File: src/rtl/core_bus_arbiter_if.sv
// Cache-bus request/response types and the bundle connecting the two core
// caches and the downstream bridge to core_bus_arbiter.
package core_bus_pkg;
   localparam int BURST_W = 2;

   typedef struct packed {
      logic               valid;
      logic               write;
      logic [31:0]        addr;
      logic [BURST_W-1:0] burst_size;
      logic               data_ok;
      logic               data_last;
      logic [3:0]         data_strobe;
      logic [31:0]        w_data;
   } cache_bus_req_t;

   typedef struct packed {
      logic        ready;
      logic        data_ok;
      logic        data_last;
      logic [31:0] r_data;
   } cache_bus_resp_t;
endpackage

interface core_bus_arbiter_if;
   import core_bus_pkg::*;

   cache_bus_req_t  [1:0] m_req_i;
   cache_bus_resp_t [1:0] m_resp_o;
   logic            [1:0] m_busy_o;
   cache_bus_req_t        bus_req_o;
   cache_bus_resp_t       bus_resp_i;
   logic                  owner_o;
   logic                  active_o;

   modport slave (
      input  m_req_i, bus_resp_i,
      output m_resp_o, m_busy_o, bus_req_o, owner_o, active_o
   );

   modport master (
      output m_req_i, bus_resp_i,
      input  m_resp_o, m_busy_o, bus_req_o, owner_o, active_o
   );
endinterface

File: src/rtl/core_bus_arbiter.sv
// Two-master arbiter for the shared cache bus: serialises whole transactions
// (address phase plus every data beat) between icache (0) and dcache (1).
module core_bus_arbiter
   import core_bus_pkg::*;
#(
   parameter int STARVE_LIMIT = 4,
   parameter int CNT_W        = 3
) (
   input logic               clk,
   input logic               rst_n,
   core_bus_arbiter_if.slave bus
);

   typedef enum logic [1:0] {IDLE, ADDR, RDATA, WDATA} state_e;

   state_e             state_q;
   logic               owner_q;
   logic [CNT_W-1:0]   starve_q;
   logic [CNT_W-1:0]   starve_d;
   logic [BURST_W-1:0] beat_q;
   logic [BURST_W-1:0] burst_q;
   logic               win_d;
   logic               m0_v;
   logic               m1_v;
   logic               starved;
   cache_bus_req_t     own_req;

   assign m0_v    = bus.m_req_i[0].valid;
   assign m1_v    = bus.m_req_i[1].valid;
   assign own_req = bus.m_req_i[owner_q];

   // dcache wins by default; icache takes one grant once it has waited out the limit
   assign starved = m0_v && (starve_q == CNT_W'(STARVE_LIMIT));
   assign win_d   = m1_v && !starved;

   always_comb begin
      starve_d = '0;
      if (win_d && m0_v)
         starve_d = starved ? starve_q : starve_q + CNT_W'(1);
   end

   always_ff @(posedge clk or negedge rst_n) begin
      if (!rst_n) begin
         state_q  <= IDLE;
         owner_q  <= 1'b0;
         starve_q <= '0;
         beat_q   <= '0;
         burst_q  <= '0;
      end else begin
         unique case (state_q)
            IDLE: begin
               if (m0_v || m1_v) begin
                  owner_q  <= win_d;
                  starve_q <= starve_d;
                  state_q  <= ADDR;
               end
            end
            ADDR: begin
               // an owner withdrawing its request mid-address-phase is simply dropped
               if (!own_req.valid) begin
                  state_q <= IDLE;
               end else if (bus.bus_resp_i.ready) begin
                  burst_q <= own_req.burst_size;
                  beat_q  <= '0;
                  state_q <= own_req.write ? WDATA : RDATA;
               end
            end
            RDATA: begin
               if (bus.bus_resp_i.data_ok) begin
                  beat_q <= beat_q + BURST_W'(1);
                  if (beat_q == burst_q)
                     state_q <= IDLE;
               end
            end
            WDATA: begin
               if (own_req.data_ok && own_req.data_last && bus.bus_resp_i.data_ok)
                  state_q <= IDLE;
            end
            default: state_q <= IDLE;
         endcase
      end
   end

   always_comb begin
      bus.bus_req_o = '0;
      bus.m_resp_o  = '0;
      unique case (state_q)
         ADDR: begin
            bus.bus_req_o                = own_req;
            bus.m_resp_o[owner_q].ready  = bus.bus_resp_i.ready;
         end
         RDATA: begin
            bus.bus_req_o.data_ok           = own_req.data_ok;
            bus.m_resp_o[owner_q].data_ok   = bus.bus_resp_i.data_ok;
            bus.m_resp_o[owner_q].data_last = bus.bus_resp_i.data_last;
            bus.m_resp_o[owner_q].r_data    = bus.bus_resp_i.r_data;
         end
         WDATA: begin
            bus.bus_req_o.data_ok         = own_req.data_ok;
            bus.bus_req_o.data_last       = own_req.data_last;
            bus.bus_req_o.data_strobe     = own_req.data_strobe;
            bus.bus_req_o.w_data          = own_req.w_data;
            bus.m_resp_o[owner_q].data_ok = bus.bus_resp_i.data_ok;
         end
         default: ;
      endcase
   end

   // busy depends only on registered state so a master's own request never loops back
   assign bus.m_busy_o = (state_q == IDLE) ? 2'b00 : (owner_q ? 2'b01 : 2'b10);
   assign bus.active_o = (state_q != IDLE);
   assign bus.owner_o  = owner_q;

endmodule

File: src/flat_wrapper.sv
// flat-port wrapper written by rule: the top's interface ports become plain ports
module core_bus_arbiter_flat import core_bus_pkg::*;
#(
   parameter int STARVE_LIMIT = 4,
   parameter int CNT_W        = 3
)
  (clk, rst_n, bus_m_req_i, bus_bus_resp_i, bus_m_resp_o, bus_m_busy_o, bus_bus_req_o, bus_owner_o, bus_active_o);
  core_bus_arbiter_if bus_i ();
  input logic clk;
  input logic rst_n;
  input wire logic [$bits(bus_i.m_req_i)-1:0] bus_m_req_i;
  input wire logic [$bits(bus_i.bus_resp_i)-1:0] bus_bus_resp_i;
  output wire logic [$bits(bus_i.m_resp_o)-1:0] bus_m_resp_o;
  output wire logic [$bits(bus_i.m_busy_o)-1:0] bus_m_busy_o;
  output wire logic [$bits(bus_i.bus_req_o)-1:0] bus_bus_req_o;
  output wire logic [$bits(bus_i.owner_o)-1:0] bus_owner_o;
  output wire logic [$bits(bus_i.active_o)-1:0] bus_active_o;
  assign bus_i.m_req_i = bus_m_req_i;
  assign bus_i.bus_resp_i = bus_bus_resp_i;
  assign bus_m_resp_o = bus_i.m_resp_o;
  assign bus_m_busy_o = bus_i.m_busy_o;
  assign bus_bus_req_o = bus_i.bus_req_o;
  assign bus_owner_o = bus_i.owner_o;
  assign bus_active_o = bus_i.active_o;
  core_bus_arbiter #(.STARVE_LIMIT(STARVE_LIMIT), .CNT_W(CNT_W)) u_core (.clk(clk), .rst_n(rst_n), .bus(bus_i));
endmodule
File: config.mk
export PLATFORM = sky130hd
export DESIGN_NAME = core_bus_arbiter_flat
export DESIGN_NICKNAME = d
export VERILOG_FILES = /design/src/rtl/core_bus_arbiter_if.sv /design/src/rtl/core_bus_arbiter.sv /design/src/flat_wrapper.sv
export SDC_FILE = /design/constraint.sdc
export NUM_CORES = 1
export LEC_CHECK = 0
export CAP_MARGIN = 20
export CORE_AREA = 2 2 129 131
export DETAILED_ROUTE_END_ITERATION = 8
export DIE_AREA = 0 0 131 133
export SLEW_MARGIN = 20
export SYNTH_ARGS = -nofsm -noshare
export SYNTH_HDL_FRONTEND = slang
export SYNTH_SLANG_ARGS = --single-unit
File: constraint.sdc
create_clock -name clk -period 1.4 [get_ports clk]
set_clock_uncertainty 0.2 [all_clocks]
set_input_delay 0.28 -clock clk [delete_from_list [all_inputs] [get_ports clk]]
set_output_delay 0.28 -clock clk [all_outputs]
set_load 0.03 [all_outputs]
# Word level (Yosys, flattened, before mapping)
# Index checks and enable logic that the tools add are counted.
# totals
ff_bits	10
latch_bits	0
mem_bits_rw	0
mem_bits_ro	0
output_inout_bits	148
wordCells	74
memories	0
# classes
addsub	2
multipliers	0
div_mod_pow	0
n_lt_le_gt_ge	2
n_eq_ne	13
n_shift	0
mux	32
n_bitwise	2
reduce_logical	18
# ops
cell	count
$pmux 70 s3	1
$mux 74	2
$and 70x70->70	2
$bwmux 70	2
$demux 35 s1	4
$mux 37	1
$mux 36	1
$mux 35	1
$mux 34	1
$mux 33	1
$mux 32	1
$mux 2	11
$ne 2x1->1 const B	4
$pmux 2 s4	1
$logic_and 1x1->1	6
$mux 3	2
$ne 2x2->1 const B	3
$reduce_and 3->1	2
$reduce_and 5->1	1
$eq 2x2->1 const B	2
$pmux 2 s2	1
$reduce_and 4->1	1
$reduce_bool 2->1	2
$add 3x1->3 const B	1
14 further kinds	15

# Depth between registers and ports, before layout
# Gate-level depths: netlist of run 1.
# logic_depth
depth_word	8
ltp_mapped	5
mapped_depth_nobuf	5

# Least setup slack after synthesis of run 1
# No wires, ideal clock.
# synth_timing
path_kind	register to output
start	register u_core.owner_q (netlist: u_core.bus.owner_o)
end	output bus_m_resp_o[35]
arrival_time_ns	1.544
t_required_ns	0.920
path_slack_ns	-0.624
stages_incl_launch_ff	6
path_cell_list	dfrtp_1 buf_6 buf_6 nand2_2 buf_2 nor2_1
# synth_via
elab_chain_cells	6
elab_cells_between_ends	13
cone_classes	order compare (2); mux (8); bitwise (2); reduce/logical (1)
# synth_rtl
item	line_no	rtl
from (decl)	core_bus_arbiter.sv:17	logic owner_q;
from (signal assigned)	core_bus_arbiter.sv:53	owner_q <= win_d;
$lt 1x2->1 (not written as such) or $ge 1x1->1 (tied branches)	core_bus_arbiter.sv:96	bus.m_resp_o[owner_q].r_data = bus.bus_resp_i.r_data;
$logic_and 1x1->1 (not written as such)	core_bus_arbiter.sv:96	
$mux 32 (not written as such)	core_bus_arbiter.sv:96	
$demux 35 s1	-	
$bwmux 70	core_bus_arbiter.sv:96	
$pmux 70 s3 (*)	core_bus_arbiter.sv:87	unique case (state_q)
to (decl)	flat_wrapper.sv:13	output wire logic [$bits(bus_i.m_resp_o)-1:0] bus_m_resp_o;
# Every way passes the cells marked *; elsewhere a longest branch is shown, timed or not.

# Final worst setup path of run 1
# layout_timing
start	register u_core.owner_q (netlist: u_core.bus.owner_o)
end	output bus_m_resp_o[54]
# Same word-level chain as after synthesis.

==> reports/results.txt, run 1 <==
DR pass1 iterations - 4
Main combinational cell family by area after synthesis - simple AND/OR/NAND/NOR gates
DP Area - 0.00674 mm2
Final hold viol count - 0
Synth unique cells - 33
GR Util All Layers - 17.1%
GRT overflow - 0
Post-synthesis xor/xnor area fraction - 0.805%
Core area - 0.0162 mm2
Number of global-route vias before repair - 4129
Yosys top cell area share - 33.6%
Fin util - 49.4%
Total CTS buffers - 3
Peak VDD IR - 1.32 mV
CTS tree - yes
Mapped cell area - 0.00218 mm2
Critical Path Slowest Stage Cell - dfrtp_4
DP HPWL - 12600 um
Crit-path cells - buf_8, buf_12, nand2_8, buf_12, nor2_4, buf_6
CP max stage delay - 0.53 ns
Top delay family on crit path - buffers and inverters
WL final - 16100 um
IO Count - 333
Final setup viols - 158
Max cap viols - 0
Top post-synthesis cells by area - mux2i_1 (34%), nor2_1 (26%), dfrtp_1 (12%)
Yosys top cell by area - mux2i_1
Share of the yosys chip area belonging to registers - 11.5%
Design area - 0.00798 mm2
Leak - 3.22 nW
Crit path depth - 6
R2R Setup Slk - -0.48 ns
Clk pin slew, worst setup/hold paths - 0.04 ns
CP Data Arrival Time - 1.56 ns
TritonCTS Sinks - 10
Worst skew pair latency - 0.24 ns
Die Y - 133 um
Initial Util - 13.5%
Worst-margin pin slew - 0.273 ns
Maximum root-to-sink buffer count - 2
Die W - 131 um
Power density cells - 2030 mW/mm2
Min Tclk post-route - 2.04 ns
Slew Limit Fails - 0
Die Footprint - 0.0174 mm2
Dpl cells - 911
Number of vias per cell - 4.14
Period utilization - 145%
Worst Path Required - 0.92 ns
ANT cells - 0
Final antenna-violating net count - 0
Post-Synth Simple-Gate Area - 35.9%
Most common cell after layout, fill and taps aside - clkdlybuf4s50_1
Post-Synthesis Cells - 340
Nets - 908
Std cell rows - 47
Most frequent cells in the layout - clkdlybuf4s50_1 (184), buf_6 (106), nor2_4 (84)
Worst setup path end - bus_m_resp_o[54]
First-pass GRT wire length - 23200 um
Synth Area in Adders - 1.15%
Fill cells - 1457
Hold Path Class - in -> async
Layout cell share with drive strength beyond 1 - 61.0%
DRC - 0
Maximum fanout along the worst path - 7
Iter 0 DRT Violations - 98
Gp weighted congestion - 0.819
Critical setup path kind - reg -> out
Antenna violations before repair - 0
Portion of netlist area occupied by mux cells - 35.7%
Total number of vias - 3895
Violated checks - setup timing
Mapped Nets - 527
RR Endpoint - u_core.beat_q[0]$_DFFE_PN0P_
Final std cells w/o fill - 940
R2R Path Start - u_core.bus.owner_o$_DFFE_PN0P_
Crit path buf inv count - 4
TNS Setup - -86.90 ns
Number of synthesized register bits - 10
Max-slew headroom - 81.7%
Final WS setup - -0.636 ns
CTS Hold Buffers Added - 0
Max frequency - 491 MHz
Area growth syn-to-layout - 267%
Post-Syn Area per Cell - 6.40 um2
Syn. warnings - 0
Depth of the CTS H-tree - 1
Worst Setup Start Kind - register
Complex-gate fraction of the synthesized area - 5.87%
R2R cell count - 7
Status - finished, violations left
Drt wl/cell - 17.1 um
CP Launch Point - u_core.bus.owner_o$_DFFE_PN0P_
RSZ-0062 raised after global routing - true
Root buffer cell - clkbuf_16
Setup crit end kind - primary output
Port bufs - 332
Largest net degree at the start of global routing - 21
Most used cell, CP - buf_12
-- report_power, final --
| group | leakage, nW | internal [mW] | total (mW) | switching (mW) |
|---|---|---|---|---|
| sequential | 0.126 | 0.420 | 0.569 | 0.149 |
| clock | 0.0442 | 0.430 | 0.565 | 0.136 |
| combinational | 3.05 | 7.01 | 15.1 | 8.05 |
-- how the worst min path moves through the flow --
stage,startpoint,to,slack (ns),depth (start not counted)
2_1_floorplan,rst_n,u_core.beat_q[0]$_DFFE_PN0P_,-0.22,0
3_3_place_gp,u_core.burst_q[0]$_DFFE_PN0P_,u_core.burst_q[0]$_DFFE_PN0P_,0.30,2
3_5_place_dp,u_core.burst_q[1]$_DFFE_PN0P_,u_core.burst_q[1]$_DFFE_PN0P_,0.32,2
4_1_cts,rst_n,u_core.starve_q[2]$_DFFE_PN0P_,0.15,2
5_1_grt,rst_n,u_core.state_q[0]$_DFFE_PN0P_,0.15,2
6_report,rst_n,u_core.state_q[0]$_DFFE_PN0P_,0.14,2
-- cell usage after synthesis --
cell type and number:
o32ai_1 1, nor2b_1 1, mux2_2 2, and4_1 2
inv_1 6, o31ai_1 3, nand2_2 1, a21oi_1 1
clkbuf_1 2, a31oi_1 1, nand2_1 39, a31o_2 1
ha_1 2, nor2_1 150, a211oi_1 1, o211ai_1 1
and4b_1 1, buf_1 1, o21ai_0 5, buf_4 1
dfrtp_1 10, nand4_1 1, buf_6 6, mux2i_1 73
a22o_1 2, xnor2_1 2, a32o_1 1, inv_2 1
o31a_1 1, nor2_4 1, nand3b_1 2, buf_2 17
mux2i_4 1
-- registers in the layout, summed over array words and instances, names as in the netlist --
register	flops
u_core.beat_q	2
u_core.state_q	2
u_core.starve_q	3
u_core.burst_q	2
u_core.bus.owner_o	1
-- per-layer routing --
layer | wire length (um) | vias to the layer above | track usage (%)
met4 | 427 | 0 | 4.85
met5 | 0 | - | 0
met3 | 1250 | 30 | 3.36
met1 | 5810 | 1798 | 18.7
met2 | 8580 | 168 | 32.6
li1 | - | 1899 | -
-- per-stage QoR --
stage                     hold slack (ns)  power (mW)  worst slack [ns]
after floorplan                    -0.216        8.37            -0.391
after global placement              0.301        12.7            -0.709
after detailed placement            0.321        12.9            -0.682
after CTS                           0.152        15.5            -0.646
after global routing                0.153        16.9            -0.679
final                               0.143        16.2            -0.636
-- area by class of cell --
class	instances	area (um2)	share of cell area [%]
Multi-Input combinational cell	296	2880	36.1
Timing Repair Buffer	403	4450	55.7
Sequential cell	10	254	3.18
Tap cell	220	275	3.45
Inverter	7	38.8	0.486
Clock buffer	4	88.8	1.11
-- what timing repair did --
action                                 CTS  global route
gates resized for setup                159            55
setup endpoints to repair              158           158
pin swaps                               16            11
endpoints found under the hold margin    0             0
setup buffers                           12            10
gates cloned                             6             0
-- kinds of logic (layout without fill, tap and decap cells) --
family | count (synthesis) | in the layout
adder cells (fa/ha/maj) | 2 | 2
AO/OA/AOI/OAI | 18 | 18
flip-flops | 10 | 10
XOR/XNOR | 2 | 2
buffers and inverters | 34 | 414
AND/OR/NAND/NOR | 198 | 198
multiplexers | 76 | 76
Note: power is estimated with default switching activity, not from simulation.
==> run 2, diff against run 1 <==
--- a/config.mk
+++ b/config.mk
@@ -9,6 +9,8 @@
 export CORE_AREA = 2 2 129 131
 export DETAILED_ROUTE_END_ITERATION = 8
 export DIE_AREA = 0 0 131 133
+export HOLD_SLACK_MARGIN = 0.06
+export PLACE_DENSITY = 0.59
 export SLEW_MARGIN = 20
 export SYNTH_ARGS = -nofsm -noshare
 export SYNTH_HDL_FRONTEND = slang
==> run 2 against run 1 <==
  * The flow still finishes with violations (setup timing)
  * Sequential power shrank 4.7%
  * Critical path depth shrank 1
  * Sequential share of layout area grew 0.062 points
  * Routed wire length grew 0.29%
  * Global-route usage shrank 0.51 points
  * Non-clock buffer count shrank 2
  * First-iteration DRC count shrank 18%
  * Final area shrank 1.9%
  * Worst setup slack gained 0.0034 ns
  * Combinational power is essentially flat
  * Largest power group unchanged
  * Highest routed layer unchanged
==> reports/results.txt, run 2 (synthesized netlist as in run 1, its figures left out) <==
Status - finished, violations left
Violated checks - setup timing
Power density cells - 2060 mW/mm2
WL final - 16100 um
IO Count - 333
Max-slew headroom - 80.7%
Final antenna-violating net count - 0
DR pass1 iterations - 6
Multi-input combinational cell area - 0.00285 mm2
Initial Util - 13.5%
Maximum root-to-sink buffer count - 2
Share of total power in the clock network - 3.2%
Reg power frac - 3.4%
Worst Path Required - 0.92 ns
Final setup viols - 158
Setup crit end kind - primary output
Highest routed layer - met4
Largest reg by FF count - u_core.starve_q
Met1 Routed Length - 5790 um
Leak - 3.23 nW
Largest net degree at the start of global routing - 20
Drt wl/cell - 17.2 um
CP Launch Point - u_core.bus.owner_o$_DFFE_PN0P_
Depth of the CTS H-tree - 1
First-pass GRT wire length - 22500 um
R2R Setup Slk - -0.41 ns
Die Y - 133 um
ANT cells - 0
Total CTS buffers - 3
Maximum fanout along the worst path - 5
Sw power - 8.24 mW
Final WS setup - -0.633 ns
Design area - 0.00783 mm2
Final std cells w/o fill - 938
Most common cell after layout, fill and taps aside - clkdlybuf4s50_1
RSZ-0062 raised after global routing - true
Port bufs - 332
Worst Setup Start Kind - register
Most frequent cells in the layout - clkdlybuf4s50_1 (184), buf_4 (96), buf_6 (81)
Total number of vias - 3857
Die Footprint - 0.0174 mm2
DP Area - 0.00666 mm2
Final hold viol count - 0
R2R cell count - 7
Max frequency - 492 MHz
Root buffer cell - clkbuf_16
R2R Path Start - u_core.bus.owner_o$_DFFE_PN0P_
CTS Hold Buffers Added - 0
Layout cell share with drive strength beyond 1 - 61.7%
Clk pin slew, worst setup/hold paths - 0.04 ns
Slew Limit Fails - 0
CTS tree - yes
DRC - 0
Std cell rows - 47
Min Tclk post-route - 2.03 ns
Nets - 906
Power Internal - 7.91 mW
Hold Path Class - in -> async
GR Util All Layers - 16.6%
Critical setup path kind - reg -> out
Met2 WL post-DR - 9000 um
Switching Fraction - 51.0%
Die W - 131 um
Power share of the combinational group - 93.4%
Peak VDD IR - 1.16 mV
Core area - 0.0162 mm2
Iter 0 DRT Violations - 80
Worst skew pair latency - 0.24 ns
Dpl cells - 910
Fill cells - 1448
Area growth syn-to-layout - 260%
Antenna violations before repair - 0
CP Data Arrival Time - 1.55 ns
GRT overflow - 0
TritonCTS Sinks - 10
Met3 wirelength from detailed routing - 1130 um
Number of vias per cell - 4.11
Worst-margin pin slew - 0.289 ns
Max FFs per register - 3
Sequential Area - 254 um2
Gp weighted congestion - 0.876
TNS Setup - -84.56 ns
Period utilization - 145%
Max cap viols - 0
DP HPWL - 12500 um
Number of global-route vias before repair - 4033
run 2: worst paths after layout:
check	end
hold reg to reg	u_core.burst_q[1]$_DFFE_PN0P_
max in group asynchronous	u_core.bus.owner_o$_DFFE_PN0P_
min in group clk	u_core.burst_q[1]$_DFFE_PN0P_
setup reg to reg	u_core.state_q[0]$_DFFE_PN0P_
setup / recovery	bus_bus_req_o[20]
hold / removal	u_core.starve_q[0]$_DFFE_PN0P_
run 2: critical path, stage by stage, from the launching register on:
cell	delay [ns]
dfrtp_4	0.51
buf_6	0.15
bufbuf_16	0.27
mux2i_1	0.12
nor2_2	0.11
buf_6	0.15
run 2: power groups by stage:
stage                     Sequential [mW]  Combinational (mW)  Clock (mW)
after floorplan                     0.517                7.85           0
after global placement              0.546                12.0           0
after detailed placement            0.554                12.1           0
after CTS                           0.545                14.5       0.530
after global routing                0.569                15.8       0.546
final                               0.542                15.1       0.523
run 2: through the flow:
| step | setup slack, ns | total power [mW] | utilization, % | hold slack, ns |
|---|---|---|---|---|
| floorplan | -0.391 | 8.37 | - | -0.216 |
| global placement | -0.677 | 12.6 | 41.2 | 0.299 |
| detailed placement | -0.662 | 12.7 | 41.2 | 0.323 |
| CTS | -0.637 | 15.6 | 46.9 | 0.138 |
| global route | -0.693 | 16.9 | 48.4 | 0.171 |
| finish | -0.633 | 16.2 | 48.4 | 0.136 |
run 2: timing repair:
item                                    4_1_cts  5_1_grt
pin swaps                                     9        4
endpoints found under the setup margin      158      158
buffers inserted                             12        5
cloned                                        7        2
resized for setup                           139       45
run 2: metal layers:
layer	track usage, %	up-vias
li1	-	1875
met1	17.1	1807
met2	34.1	159
met3	2.79	16
met4	3.13	0
met5	0	-
run 2: layout make-up:
class,instances,share of cell area (%)
clock buffers,4,1.01
inverters,7,0.495
multi-input cells,296,36.4
flip-flops and latches,10,3.24
well taps,220,3.51
repair buffers,401,55.4
